$ cat config.mk
export PLATFORM = sky130hd
export DESIGN_NAME = msg_stream_seq_flat
export DESIGN_NICKNAME = d
export VERILOG_FILES = /design/src/rtl/msg_pkg.sv /design/src/rtl/msg_stream_seq_if.sv /design/src/rtl/msg_rom.sv /design/src/rtl/msg_stream_seq.sv /design/src/flat_wrapper.sv
export SDC_FILE = /design/constraint.sdc
export NUM_CORES = 1
export LEC_CHECK = 0
export ABC_AREA = 1
export ABC_CLOCK_PERIOD_IN_PS = 4600
export CORE_MARGIN = 2
export CORE_UTILIZATION = 57
export CTS_CLUSTER_DIAMETER = 40
export DETAILED_ROUTE_END_ITERATION = 8
export PLACE_DENSITY_LB_ADDON = 0.2
export SLEW_MARGIN = 20
export SYNTH_ARGS = -nofsm -noshare
export SYNTH_HDL_FRONTEND = slang
export SYNTH_SLANG_ARGS = --single-unit
$ cat constraint.sdc
create_clock -name clk -period 4.6 [get_ports clk]
set_input_delay 0.92 -clock clk [delete_from_list [all_inputs] [get_ports clk]]
set_output_delay 0.92 -clock clk [all_outputs]
set_load 0.005 [all_outputs]
$ cat src/rtl/msg_pkg.sv
// Shared definitions for the message stream sequencer: ASCII constants,
// the default message table and lengths, and the FSM state type.
package msg_pkg;

    localparam int DEF_CHAR_W  = 8;
    localparam int DEF_MAX_LEN = 16;
    localparam int DEF_NUM_MSG = 4;
    localparam int LEN_W       = 8;

    localparam logic [7:0] CH_NUL   = 8'h00;
    localparam logic [7:0] CH_SPACE = 8'h20;

    typedef enum logic {
        IDLE   = 1'b0,
        STREAM = 1'b1
    } state_t;

    // Rows are left-justified: the first character sits in the top byte.
    localparam logic [DEF_MAX_LEN*DEF_CHAR_W-1:0] MSG_GUATEMALA =
        {"Guatemala", {7{CH_NUL}}};
    localparam logic [DEF_MAX_LEN*DEF_CHAR_W-1:0] MSG_QUETZAL =
        {"Quetzal", {9{CH_NUL}}};
    localparam logic [DEF_MAX_LEN*DEF_CHAR_W-1:0] MSG_ZACAPA =
        {"Zacapa", {10{CH_NUL}}};
    localparam logic [DEF_MAX_LEN*DEF_CHAR_W-1:0] MSG_SOY =
        {"Soy", CH_SPACE, "de", CH_SPACE, "Zacapa", {3{CH_NUL}}};

    localparam logic [DEF_NUM_MSG-1:0][DEF_MAX_LEN-1:0][DEF_CHAR_W-1:0] MSG_TABLE =
        {MSG_SOY, MSG_ZACAPA, MSG_QUETZAL, MSG_GUATEMALA};

    localparam logic [DEF_NUM_MSG-1:0][LEN_W-1:0] MSG_LEN =
        {8'd13, 8'd6, 8'd7, 8'd9};

endpackage

$ cat src/rtl/msg_stream_seq_if.sv
// Character stream link between the sequencer (master) and the display sink.
interface msg_stream_seq_if #(
    parameter int CHAR_W = 8
) ();

    logic [CHAR_W-1:0] q_out;
    logic              valid;
    logic              sof;
    logic              eof;
    logic              ready;

    modport master (
        output q_out,
        output valid,
        output sof,
        output eof,
        input  ready
    );

    modport slave (
        input  q_out,
        input  valid,
        input  sof,
        input  eof,
        output ready
    );

endinterface

$ cat src/rtl/msg_rom.sv
// Combinational message table lookup: (sel, idx) -> character, plus the
// length of the selected message.
module msg_rom
    import msg_pkg::*;
#(
    parameter int CHAR_W  = DEF_CHAR_W,
    parameter int MAX_LEN = DEF_MAX_LEN,
    parameter int NUM_MSG = DEF_NUM_MSG,
    parameter int SEL_W   = 2,
    parameter int IDX_W   = $clog2(MAX_LEN),
    parameter logic [NUM_MSG-1:0][MAX_LEN-1:0][CHAR_W-1:0] TABLE = msg_pkg::MSG_TABLE,
    parameter logic [NUM_MSG-1:0][LEN_W-1:0] LENGTHS = msg_pkg::MSG_LEN
) (
    input  logic [SEL_W-1:0]  sel,
    input  logic [IDX_W-1:0]  idx,
    output logic [CHAR_W-1:0] ch,
    output logic [LEN_W-1:0]  len
);

    // Every stored message must hold between 1 and MAX_LEN characters.
    for (genvar i = 0; i < NUM_MSG; i++) begin : g_len_chk
        if (int'(LENGTHS[i]) == 0 || int'(LENGTHS[i]) > MAX_LEN) begin : g_bad_len
            $error("msg_rom: message %0d has illegal length %0d", i, LENGTHS[i]);
        end
    end

    logic [MAX_LEN-1:0][CHAR_W-1:0] row;
    logic [IDX_W-1:0]               rev_idx;

    assign rev_idx = IDX_W'(MAX_LEN - 1) - idx;

    always_comb begin
        row = '0;
        len = '0;
        for (int m = 0; m < NUM_MSG; m++) begin
            if (sel == SEL_W'(m)) begin
                row = TABLE[m];
                len = LENGTHS[m];
            end
        end
        ch = row[rev_idx];
    end

endmodule

$ cat src/rtl/msg_stream_seq.sv
// Parametrised ASCII message sequencer: streams stored messages one character
// per valid/ready transfer, in loop or one-shot mode.
module msg_stream_seq
    import msg_pkg::*;
#(
    parameter int CHAR_W  = DEF_CHAR_W,
    parameter int MAX_LEN = DEF_MAX_LEN,
    parameter int NUM_MSG = DEF_NUM_MSG,
    parameter int SEL_W   = 2,
    parameter int CNT_W   = 8,
    parameter logic [NUM_MSG-1:0][MAX_LEN-1:0][CHAR_W-1:0] TABLE = msg_pkg::MSG_TABLE,
    parameter logic [NUM_MSG-1:0][LEN_W-1:0] LENGTHS = msg_pkg::MSG_LEN
) (
    input  logic              clk,
    input  logic              reset,
    input  logic              en,
    input  logic              mode,
    input  logic              start,
    input  logic [SEL_W-1:0]  select,
    msg_stream_seq_if.master  stream,
    output logic              busy,
    output logic              done,
    output logic [SEL_W-1:0]  active_sel,
    output logic [CNT_W-1:0]  msg_cnt
);

    localparam int IDX_W = $clog2(MAX_LEN);
    localparam logic [SEL_W:0] NUM_MSG_X = (SEL_W + 1)'(NUM_MSG);

    if ((1 << SEL_W) < NUM_MSG) begin : g_bad_sel_w
        $error("msg_stream_seq: SEL_W=%0d too narrow for NUM_MSG=%0d", SEL_W, NUM_MSG);
    end

    state_t            state, state_next;
    logic [IDX_W-1:0]  idx_r, idx_next;
    logic [CHAR_W-1:0] q_r, q_next;
    logic              valid_r, valid_next;
    logic              sof_r, sof_next;
    logic              eof_r, eof_next;
    logic              done_r, done_next;
    logic [SEL_W-1:0]  sel_r, sel_next;
    logic [CNT_W-1:0]  cnt_r, cnt_next;

    logic              xfer;
    logic              start_new;
    logic              advance;
    logic [SEL_W-1:0]  sel_clamp;
    logic [SEL_W-1:0]  rom_sel;
    logic [IDX_W-1:0]  rom_idx;
    logic [CHAR_W-1:0] rom_ch;
    logic [LEN_W-1:0]  rom_len;
    logic              rom_last;

    assign xfer      = valid_r & stream.ready;
    assign sel_clamp = ({1'b0, select} < NUM_MSG_X) ? select : '0;

    // A new message begins either from IDLE or back-to-back after a final
    // transfer in loop mode; otherwise a transfer just steps to the next char.
    always_comb begin
        start_new = 1'b0;
        advance   = 1'b0;
        case (state)
            IDLE:    start_new = en & (~mode | start);
            STREAM: begin
                start_new = xfer & eof_r & ~mode & en;
                advance   = xfer & ~eof_r;
            end
            default: start_new = 1'b0;
        endcase
    end

    // The ROM always looks up the character that will be shown next.
    assign rom_sel  = start_new ? sel_clamp : sel_r;
    assign rom_idx  = start_new ? '0 : idx_r + IDX_W'(1);
    assign rom_last = (rom_idx == IDX_W'(rom_len - LEN_W'(1)));

    msg_rom #(
        .CHAR_W  (CHAR_W),
        .MAX_LEN (MAX_LEN),
        .NUM_MSG (NUM_MSG),
        .SEL_W   (SEL_W),
        .IDX_W   (IDX_W),
        .TABLE   (TABLE),
        .LENGTHS (LENGTHS)
    ) u_rom (
        .sel (rom_sel),
        .idx (rom_idx),
        .ch  (rom_ch),
        .len (rom_len)
    );

    always_comb begin
        state_next = state;
        idx_next   = idx_r;
        q_next     = q_r;
        valid_next = valid_r;
        sof_next   = sof_r;
        eof_next   = eof_r;
        sel_next   = sel_r;
        cnt_next   = cnt_r;
        done_next  = 1'b0;

        if (state == STREAM && xfer && eof_r) begin
            cnt_next = cnt_r + CNT_W'(1);
            if (!start_new) begin
                state_next = IDLE;
                valid_next = 1'b0;
                sof_next   = 1'b0;
                eof_next   = 1'b0;
                q_next     = '0;
                done_next  = mode;
            end
        end

        if (advance) begin
            idx_next = rom_idx;
            q_next   = rom_ch;
            sof_next = 1'b0;
            eof_next = rom_last;
        end

        if (start_new) begin
            state_next = STREAM;
            sel_next   = sel_clamp;
            idx_next   = '0;
            q_next     = rom_ch;
            valid_next = 1'b1;
            sof_next   = 1'b1;
            eof_next   = rom_last;
        end
    end

    always_ff @(posedge clk or negedge reset) begin
        if (!reset) begin
            state   <= IDLE;
            idx_r   <= '0;
            q_r     <= '0;
            valid_r <= 1'b0;
            sof_r   <= 1'b0;
            eof_r   <= 1'b0;
            done_r  <= 1'b0;
            sel_r   <= '0;
            cnt_r   <= '0;
        end else begin
            state   <= state_next;
            idx_r   <= idx_next;
            q_r     <= q_next;
            valid_r <= valid_next;
            sof_r   <= sof_next;
            eof_r   <= eof_next;
            done_r  <= done_next;
            sel_r   <= sel_next;
            cnt_r   <= cnt_next;
        end
    end

    assign stream.q_out = q_r;
    assign stream.valid = valid_r;
    assign stream.sof   = sof_r;
    assign stream.eof   = eof_r;
    assign busy         = (state == STREAM);
    assign done         = done_r;
    assign active_sel   = sel_r;
    assign msg_cnt      = cnt_r;

endmodule

$ cat src/flat_wrapper.sv
// flat-port wrapper written by rule: the top's interface ports become plain ports
module msg_stream_seq_flat import msg_pkg::*;
#(
    parameter int CHAR_W  = DEF_CHAR_W,
    parameter int MAX_LEN = DEF_MAX_LEN,
    parameter int NUM_MSG = DEF_NUM_MSG,
    parameter int SEL_W   = 2,
    parameter int CNT_W   = 8,
    parameter logic [NUM_MSG-1:0][MAX_LEN-1:0][CHAR_W-1:0] TABLE = msg_pkg::MSG_TABLE,
    parameter logic [NUM_MSG-1:0][LEN_W-1:0] LENGTHS = msg_pkg::MSG_LEN
)
  (clk, reset, en, mode, start, select, busy, done, active_sel, msg_cnt, stream_q_out, stream_valid, stream_sof, stream_eof, stream_ready);
  msg_stream_seq_if #(.CHAR_W(CHAR_W)) stream_i ();
  input  logic clk;
  input  logic reset;
  input  logic en;
  input  logic mode;
  input  logic start;
  input  logic [SEL_W-1:0] select;
  output logic busy;
  output logic done;
  output logic [SEL_W-1:0] active_sel;
  output logic [CNT_W-1:0] msg_cnt;
  output wire logic [$bits(stream_i.q_out)-1:0] stream_q_out;
  output wire logic [$bits(stream_i.valid)-1:0] stream_valid;
  output wire logic [$bits(stream_i.sof)-1:0] stream_sof;
  output wire logic [$bits(stream_i.eof)-1:0] stream_eof;
  input wire logic [$bits(stream_i.ready)-1:0] stream_ready;
  assign stream_q_out = stream_i.q_out;
  assign stream_valid = stream_i.valid;
  assign stream_sof = stream_i.sof;
  assign stream_eof = stream_i.eof;
  assign stream_i.ready = stream_ready;
  msg_stream_seq #(.CHAR_W(CHAR_W), .MAX_LEN(MAX_LEN), .NUM_MSG(NUM_MSG), .SEL_W(SEL_W), .CNT_W(CNT_W), .TABLE(TABLE), .LENGTHS(LENGTHS)) u_core (.clk(clk), .reset(reset), .en(en), .mode(mode), .start(start), .select(select), .stream(stream_i), .busy(busy), .done(done), .active_sel(active_sel), .msg_cnt(msg_cnt));
endmodule
# Word level (Yosys, flattened, before mapping)

Index checks and enable logic that the tools add are counted.

Register bits: 26
Bits in latches: 0
Bits in writable memories: 0
Memory bits (read-only): 0
Output and inout port bits: 23
Logic and storage cells: 60
Memories kept: 0

$add $sub $neg: 4
Multipliers: 0
Divide/modulo/power cells: 0
Order comparisons: 1
Equal/unequal tests: 4
Shifts and indexed selects: 0
Muxes and demuxes: 27
Bitwise gates (word level): 10
Reduce and logical (&&, ||, !) cells: 6

Operators by type and width:

| operator                                            | number |
|---|---|
| 2-to-1 mux 128 bit                                  | 3 |
| 2-to-1 mux 127 bit                                  | 1 |
| binary-select mux 8 bit (select 4 bit)              | 1 |
| 2-to-1 mux 8 bit                                    | 4 |
| 2-to-1 mux 4 bit                                    | 7 |
| 2-to-1 mux 1 bit                                    | 9 |
| adder 8 x 1 -> 8 bit (second input constant)        | 1 |
| bitwise AND 1 bit                                   | 6 |
| < comparator 4 x 5 -> 1 bit (second input constant) | 1 |
| adder 4 x 1 -> 4 bit (second input constant)        | 1 |
| == test 2 bit (second input constant)               | 2 |
| == test 4 bit                                       | 1 |
| nonzero test 2 bit                                  | 2 |
| subtractor 4 x 1 -> 4 bit (second input constant)   | 1 |
| subtractor 4 bit (first input constant)             | 1 |
| inverter 1 bit                                      | 3 |
| nonzero test 3 bit                                  | 1 |
| == test 2 x 1 -> 1 bit (second input constant)      | 1 |
| logical AND 1 bit                                   | 2 |
| logical NOT 2 bit                                   | 1 |
| 2-to-1 mux 2 bit                                    | 1 |
| case mux 1 bit (2 select lines)                     | 1 |
| bitwise OR 1 bit                                    | 1 |

# Longest topological paths before layout

Gate-level depths: netlist of run 1.

Depth in word-level cells: 15
Mapped depth: 16
Gate-level depth less buffers: 16

# Cells and area by module

Synthesis of run 1 repeated with hierarchy kept, for this count alone.

Cell total of the unflattened synthesis: 271
Area total of the unflattened synthesis: 1938.1 um^2

By module, submodules not included:

| module         | times used | cells an instance | area each (um^2) | sequential area each (um^2) |
|---|---|---|---|---|
| msg_stream_seq | 1          | 151               | 1283.7           | 650.6 |
| msg_rom        | 1          | 120               | 654.4            | 0.0 |

# Worst setup path after synthesis of run 1

No wires, ideal clock.

Path kind: input to register
Start: input port stream_ready
End: register u_core.q_r[6], in the netlist u_core.stream.q_out[6]
Data arrival time: 2.410 ns
Path slack: 2.125 ns
Stages: 14
Cell sequence: nand3_2 -> nand2_2 -> nand3_4 -> nand2_1 -> nand2_2 -> inv_1 -> ha_1 -> o211ai_1 -> inv_1 -> nand2_1 -> nand3_1 -> nand2_1 -> nand2_1 -> nand2_1

Word-level cells in the longest chain between the ends: 15
Elaborated cells on any way between the ends: 25
Those cells by class: 1 x add/sub; 3 x eq/ne; 12 x mux; 5 x bitwise; 4 x reduce/logical

RTL lines:

| element                                  | line                  | source |
|---|---|---|
| start, declared                          | flat_wrapper.sv:28    | `input wire logic [$bits(stream_i.ready)-1:0] stream_ready;` |
| bitwise AND 1 bit *                      | msg_stream_seq.sv:54  | `assign xfer = valid_r & stream.ready;` |
| bitwise AND 1 bit * (3 in series)        | msg_stream_seq.sv:65  | `start_new = xfer & eof_r & ~mode & en;` |
| case mux 1 bit (2 select lines) *        | msg_stream_seq.sv:62  | `case (state)` |
| 2-to-1 mux 2 bit *                       | --                    |  |
| net u_core.rom_sel[1]                    | msg_stream_seq.sv:48  | `logic [SEL_W-1:0] rom_sel;` |
| logical NOT 2 bit                        | msg_rom.sv:36         | `if (sel == SEL_W'(m)) begin` |
| 2-to-1 mux 127 bit                       | msg_rom.sv:36         |  |
| 2-to-1 mux 128 bit (2 in series)         | msg_rom.sv:36         |  |
| 2-to-1 mux 128 bit *                     | msg_rom.sv:36         |  |
| binary-select mux 8 bit (select 4 bit) * | msg_rom.sv:41         | `ch = row[rev_idx];` |
| 2-to-1 mux 8 bit (not written as such) * | msg_rom.sv:41         |  |
| 2-to-1 mux 8 bit                         | msg_stream_seq.sv:115 | `if (advance) begin` |
| 2-to-1 mux 8 bit *                       | msg_stream_seq.sv:122 | `if (start_new) begin` |
| end signal, assigned                     | msg_stream_seq.sv:147 | `q_r <= q_next;` |
| end, declared                            | msg_stream_seq.sv:36  | `logic [CHAR_W-1:0] q_r, q_next;` |

Mark *: on every way through the listed nets, which the timed path passes. The rest lies on a longest branch. The select of a mux whose other input is x is not followed.
A chain may end at the register's enable or synchronous reset.

# Final worst setup path of run 1

Same ends and word-level chain as after synthesis.

==> results of run 1 <==
-- cells by family (layout without fill, tap and decap cells) --
group                      count (synthesis)  count (layout)  synth area share, %
xor gates and xnor gates                   9               9                 4.80
AOI/OAI and AO/OA                         17              17                 5.50
buffers and inverters                     37              65                 9.40
muxes                                      1               1                0.627
DFF                                       25              25                 34.8
adders and majority gates                  9               9                 6.27
and+or+nand+nor                          147             147                 38.4
other                                      1               1                0.209
-- flip-flops by register name, summed over array words and instances, names as in the netlist --
name	cells
u_core.stream.q_out	7
u_core.stream.eof	1
u_core.idx_r	4
u_core.stream.sof	1
u_core.done	1
u_core.msg_cnt	8
u_core.stream.valid	1
u_core.active_sel	2
-- cell usage after synthesis --
library cell | number | share of area [%]
nand2_1 | 78 | 16
nand3_1 | 35 | 9.7
inv_1 | 28 | 5.8
dfrtp_1 | 25 | 35
nor2_1 | 10 | 2.1
ha_1 | 9 | 6.3
nand2_2 | 6 | 2.1
nand4_1 | 6 | 2.1
o21ai_0 | 6 | 1.7
a21oi_1 | 5 | 1.4
xnor2_1 | 4 | 1.9
xor2_1 | 4 | 1.9
buf_6 | 3 | 1.9
inv_2 | 3 | 0.63
o211ai_1 | 3 | 1.3
a31oi_1 | 2 | 0.70
buf_4 | 2 | 0.84
nand2_4 | 2 | 1.3
nand3_2 | 2 | 1.1
nand3b_1 | 2 | 0.84
nor2_2 | 2 | 0.70
nor3_1 | 2 | 0.56
a2bb2oi_1 | 1 | 0.49
clkinv_1 | 1 | 0.21
conb_1 | 1 | 0.21
mux2_2 | 1 | 0.63
nand3_4 | 1 | 0.98
nor2_4 | 1 | 0.63
xor2_2 | 1 | 0.91
-- placed cells by master, fill, tap and decap left out, drive strengths merged --
| master | n |
|---|---|
| a21oi | 5 |
| a2bb2oi | 1 |
| a31oi | 2 |
| buf | 1 |
| clkbuf | 3 |
| clkdlybuf4s50 | 28 |
| clkinv | 1 |
| clkinvlp | 1 |
| conb | 1 |
| dfrtp | 25 |
| ha | 9 |
| inv | 31 |
| mux2 | 1 |
| nand2 | 86 |
| nand3 | 38 |
| nand3b | 2 |
| nand4 | 6 |
| nor2 | 13 |
| nor3 | 2 |
| o211ai | 3 |
| o21ai | 6 |
| xnor2 | 4 |
| xor2 | 5 |
-- per-stage QoR --
step / cell area (um^2) / total power, mW / cells
2_1_floorplan: 1800 / 1.17 / 246
3_3_place_gp: 2090 / 1.47 / 314
3_5_place_dp: 2090 / 1.46 / 314
4_1_cts: 2120 / 1.57 / 318
5_1_grt: 2120 / 1.76 / 318
6_report: 2120 / 1.58 / 318
-- final cells by class --
cell class | instances | area, um^2
Multi-Input combinational cell | 184 | 1000
Fill cell | 273 | 910
Sequential cell | 25 | 626
Timing Repair Buffer | 29 | 285
Inverter | 32 | 120
Tap cell | 44 | 55.1
Clock buffer | 3 | 22.5
Clock inverter | 1 | 7.51
-- layer usage --
metal	global-route usage, %	wire length, um
met1	35.3	1890
met5	0	0
met3	3.68	220
met4	11.4	126
met2	43.2	1860
-- worst max path at each step --
stage	slack [ns]	depth (start not counted)	from	to
final	1.56	15	stream_ready	u_core.stream.q_out[6]
after global routing	1.30	16	stream_ready	u_core.stream.q_out[0]
after CTS	1.58	15	stream_ready	u_core.stream.q_out[6]
after detailed placement	1.24	16	stream_ready	u_core.stream.q_out[0]
after global placement	1.28	15	stream_ready	u_core.stream.q_out[6]
after floorplan	2.13	14	stream_ready	u_core.stream.q_out[6]
-- power by group through the flow --
stage,Sequential (mW),Clock (mW),Combinational [mW]
2_1_floorplan,0.356,0,0.818
3_3_place_gp,0.361,0,1.10
3_5_place_dp,0.360,0,1.10
4_1_cts,0.355,0.104,1.11
5_1_grt,0.368,0.113,1.28
6_report,0.356,0.103,1.12
==> results.sh, run 1 <==
export IMPL_ctsLongestPathBuffers=2
export IMPL_slowest_delay_ns=0.52
export IMPL_cts_resized_gates=0
export IMPL_clock_skew_ns=0.0114
export IMPL_postCtsSetupBuffers=0
export IMPL_r2r_start="u_core.stream.valid"
export IMPL_cts_num_sinks=25
export IMPL_hpwl_um=3060
export IMPL_min_to="u_core.msg_cnt[7]"
export IMPL_cts_tree="built"
export IMPL_setup_violations=0
export IMPL_dr_pass1_iters=5
export IMPL_portBuffers=29
export IMPL_critPathMostFrequentCell="nand2_1"
export IMPL_die_area_um2=3620
export IMPL_cp_data_arrival_time_ns=3.33
export IMPL_drt_wirelength_per_cell_um=12.9
export IMPL_synth_cell_area_um2=1800
export IMPL_area_growth_pct=17.9
export IMPL_timing_slew_headroom_pct=63.9
export IMPL_path_cells="clkdlybuf4s50_1 -> nand3_2 -> nand2_2 -> nand3_4 -> nand2_1 -> nand2_2 -> inv_1 -> ha_1 -> o211ai_1 -> inv_1 -> nand2_1 -> nand3_1 -> nand2_1 -> nand2_1 -> nand2_1"
export IMPL_cp_buffers_inverters=3
export IMPL_drc_errors=0
export IMPL_ys_types=29
export IMPL_drive_above_1_share_pct=8.76
export IMPL_via_count=1736
export IMPL_power_leakage_nw=1.09
export IMPL_root_buffer="clkbuf_4"
export IMPL_routed_via_density=5.46
export IMPL_post_route_min_period_ns=3.04
export IMPL_cts_htree_levels=1
export IMPL_min_period_over_period_pct=66.2
export IMPL_final_util_pct=70.0
export IMPL_chipWidth_um=60.1
export IMPL_core_area_um2=3030
export IMPL_rsz0062_at_grt="no"
export IMPL_synthesis_instances=246
export IMPL_avgSynthCellArea_um2=7.30
export IMPL_antenna_found_initial=0
export IMPL_place_gp_congestion=0.957
export IMPL_ant_nets=0
export IMPL_power_frac_seq_pct=22.5
export IMPL_final_hold_viol_count=0
export IMPL_hold_path_class="reg2reg"
export IMPL_vdd_drop_max_uv=403
export IMPL_place_ws_ns=1.24
export IMPL_required_ns=4.89
export IMPL_crit_type="in2reg"
export IMPL_drv_cap=0
export IMPL_grtUsageTotal_pct=26.6
export IMPL_seq_area_frac_synth_pct=34.8
export IMPL_cp_start_kind="input pin"
export IMPL_grt_start_max_net_pins=26
export IMPL_critPathCaptureType="flop"
export IMPL_max_freq_mhz=328
export IMPL_status="finished clean"
export IMPL_drt_wl_total_um=4100
export IMPL_pwr_share_comb_pct=70.9
export IMPL_hp_start="u_core.msg_cnt[7]"
export IMPL_whs_ns=0.496
export IMPL_clk_latency_ns=0.33
export IMPL_die_h_um=60.1
export IMPL_slowest_stage="clkdlybuf4s50_1"
export IMPL_rr_worst_depth=14
export IMPL_ys_warn_count=0
export IMPL_p_int_uw=747
export IMPL_io_pin_count=31
export IMPL_switching_share_pct=52.8
export IMPL_diodes=0
export IMPL_clkTransAtPathRegs_ns=0.15
export IMPL_postLayoutSetupSlackWorst_ns=1.56
export IMPL_hold_buffers=0
export IMPL_synthesis_nets=263
export IMPL_setup_tns_ns=0
export IMPL_clkPwrFrac_pct=6.5
export IMPL_power_density_nw_per_um2=746
export IMPL_initial_core_util_pct=59.3
export IMPL_worst_r2r_setup_slack_ns=2.18
export IMPL_grt_overflow=0
export IMPL_grt_pass1_wl_um=7250
export IMPL_holdPathStages=1
export IMPL_cts_buffers=3
export IMPL_power_switching_uw=834
export IMPL_cp_max_fo=18
export IMPL_drv_slew=0
export IMPL_grt_pass1_vias=1624
export IMPL_synth_seq_cells=25
export IMPL_fp_row_count=20
export IMPL_regToRegEndpoint="u_core.stream.q_out[6]"
export IMPL_crit_family="simple AND/OR/NAND/NOR gates"
export IMPL_worst_pin_slew_ns=0.541
export IMPL_nets=292
export IMPL_drtIter0Drc=92
Power figures use the tool's default switching activity.
==> inputs of run 2 (changes only) <==
- ABC_CLOCK_PERIOD_IN_PS: 4600 -> 2600
- CORE_UTILIZATION: 57 -> 48
- clock period: 4.6 -> 2.6 ns (I/O delays scaled with it)
==> results.sh, run 2 (same netlist as run 1, synthesis figures left out) <==
export IMPL_holdPathStages=1
export IMPL_grt_pass1_wl_um=7540
export IMPL_hold_path_class="reg2reg"
export IMPL_drv_slew=0
export IMPL_ctsLongestPathBuffers=2
export IMPL_grtUsageTotal_pct=22.8
export IMPL_diodes=0
export IMPL_min_to="u_core.msg_cnt[7]"
export IMPL_clock_skew_ns=0.00790
export IMPL_clkTransAtPathRegs_ns=0.09
export IMPL_antenna_found_initial=0
export IMPL_hold_buffers=0
export IMPL_drtIter0Drc=115
export IMPL_max_freq_mhz=422
export IMPL_ant_nets=0
export IMPL_critPathCaptureType="flop"
export IMPL_worst_r2r_setup_slack_ns=0.48
export IMPL_cts_num_sinks=25
export IMPL_drc_errors=0
export IMPL_cp_start_kind="input pin"
export IMPL_power_density_nw_per_um2=1340
export IMPL_cp_data_arrival_time_ns=2.54
export IMPL_cts_resized_gates=0
export IMPL_final_hold_viol_count=0
export IMPL_final_util_pct=60.7
export IMPL_initial_core_util_pct=49.4
export IMPL_postCtsSetupBuffers=0
export IMPL_setup_violations=0
export IMPL_drt_wirelength_per_cell_um=13.3
export IMPL_regToRegEndpoint="u_core.stream.q_out[0]"
export IMPL_portBuffers=29
export IMPL_grt_start_max_net_pins=26
export IMPL_finalPower_mw=2.96
export IMPL_drt_wl_total_um=4390
export IMPL_rr_worst_depth=15
export IMPL_chipWidth_um=65.2
export IMPL_grt_pass1_vias=1605
export IMPL_hpwl_um=3270
export IMPL_place_gp_congestion=0.975
export IMPL_drv_cap=0
export IMPL_area_growth_pct=22.8
export IMPL_post_route_min_period_ns=2.37
export IMPL_final_cell_mix="nand2_1 (78), nand3_1 (35), clkdlybuf4s50_1 (29)"
export IMPL_cts_htree_levels=1
export IMPL_vdd_drop_max_uv=669
export IMPL_largest_reg_flops=8
export IMPL_die_area_um2=4250
export IMPL_drive_above_1_share_pct=11.0
export IMPL_cp_max_fo=6
export IMPL_cts_buffers=3
export IMPL_layout_commonest_cell="nand2_1"
export IMPL_io_pin_count=31
export IMPL_rsz0062_at_grt="no"
export IMPL_core_area_um2=3630
export IMPL_nets=300
export IMPL_grt_overflow=0
export IMPL_root_buffer="clkbuf_8"
export IMPL_min_period_over_period_pct=91.2
export IMPL_cts_tree="built"
export IMPL_status="finished clean"
export IMPL_power_leakage_nw=1.13
export IMPL_dr_pass1_iters=4
export IMPL_clk_latency_ns=0.27
export IMPL_r2r_start="u_core.stream.valid"
export IMPL_hp_start="u_core.msg_cnt[7]"
export IMPL_required_ns=2.77
export IMPL_fp_row_count=22
export IMPL_routed_via_density=5.31
export IMPL_die_h_um=65.2
export IMPL_via_count=1753
export IMPL_crit_type="in2reg"
## run 2: changes by cell type in the layout (fill, tap and decap cells not counted)
| cell | before | now |
|---|---|---|
| clkbuf_4 | 3 | 0 |
| clkdlybuf4s50_1 | 28 | 29 |
| clkbuf_8 | 0 | 3 |
| buf_2 | 1 | 0 |
| buf_4 | 0 | 8 |
## run 2: layout make-up
type,instances,area [um^2]
clock buffer,3,41.3
clock inverter,1,7.51
fill,358,1430
inverter,32,120
multi-input combinational,184,1000
sequential,25,626
tap,48,60.1
timing repair buffer,37,350
## run 2: metal layers
metal | routed length (um) | up-vias | global-route usage [%]
met1 | 1940 | 806 | 31.1
met3 | 247 | 11 | 1.54
met2 | 2090 | 72 | 37.6
met4 | 104 | 0 | 9.11
met5 | 0 | - | 0
li1 | - | 864 | -
## run 2: where the power goes
group / total [mW] / internal [mW] / switching, mW
sequential: 0.637 / 0.518 / 0.119
clock: 0.239 / 0.109 / 0.130
combinational: 2.08 / 0.805 / 1.28
## run 2: critical path, cell delays in order
cell,delay (ns)
clkdlybuf4s50_1,0.52
nand3_2,0.11
nand2_2,0.12
nand3_4,0.10
nand2_1,0.07
nand2_1,0.14
ha_1,0.27
inv_1,0.13
nand2_1,0.11
nand3_1,0.10
nand3_1,0.09
nand2_1,0.07
nand2_1,0.05
nand2_1,0.07
nand3_1,0.07
## run 2: worst max-delay path by stage
| stage | end | start | slack (ns) | cells after the start |
|---|---|---|---|---|
| 6_report | u_core.stream.q_out[0] | stream_ready | 0.23 | 15 |
| 4_1_cts | u_core.stream.q_out[0] | stream_ready | 0.26 | 15 |
| 2_1_floorplan | u_core.stream.q_out[6] | stream_ready | 0.53 | 14 |
| 3_5_place_dp | u_core.stream.q_out[0] | stream_ready | -0.03 | 15 |
| 3_3_place_gp | u_core.stream.q_out[6] | stream_ready | 0.08 | 14 |
| 5_1_grt | u_core.stream.q_out[0] | stream_ready | 0.03 | 15 |
## run 2: through the flow
stage | setup WS, ns | instance area (um^2) | TNS (ns) | hold slack (ns) | cells
3_5_place_dp | -0.0258 | 2160 | -0.0258 | 0.462 | 326
2_1_floorplan | 0.525 | 1800 | 0 | 0.224 | 246
5_1_grt | 0.0343 | 2210 | 0 | 0.503 | 330
6_report | 0.229 | 2210 | 0 | 0.474 | 330
4_1_cts | 0.260 | 2210 | 0 | 0.480 | 330
3_3_place_gp | 0.0779 | 2160 | 0 | 0.461 | 326
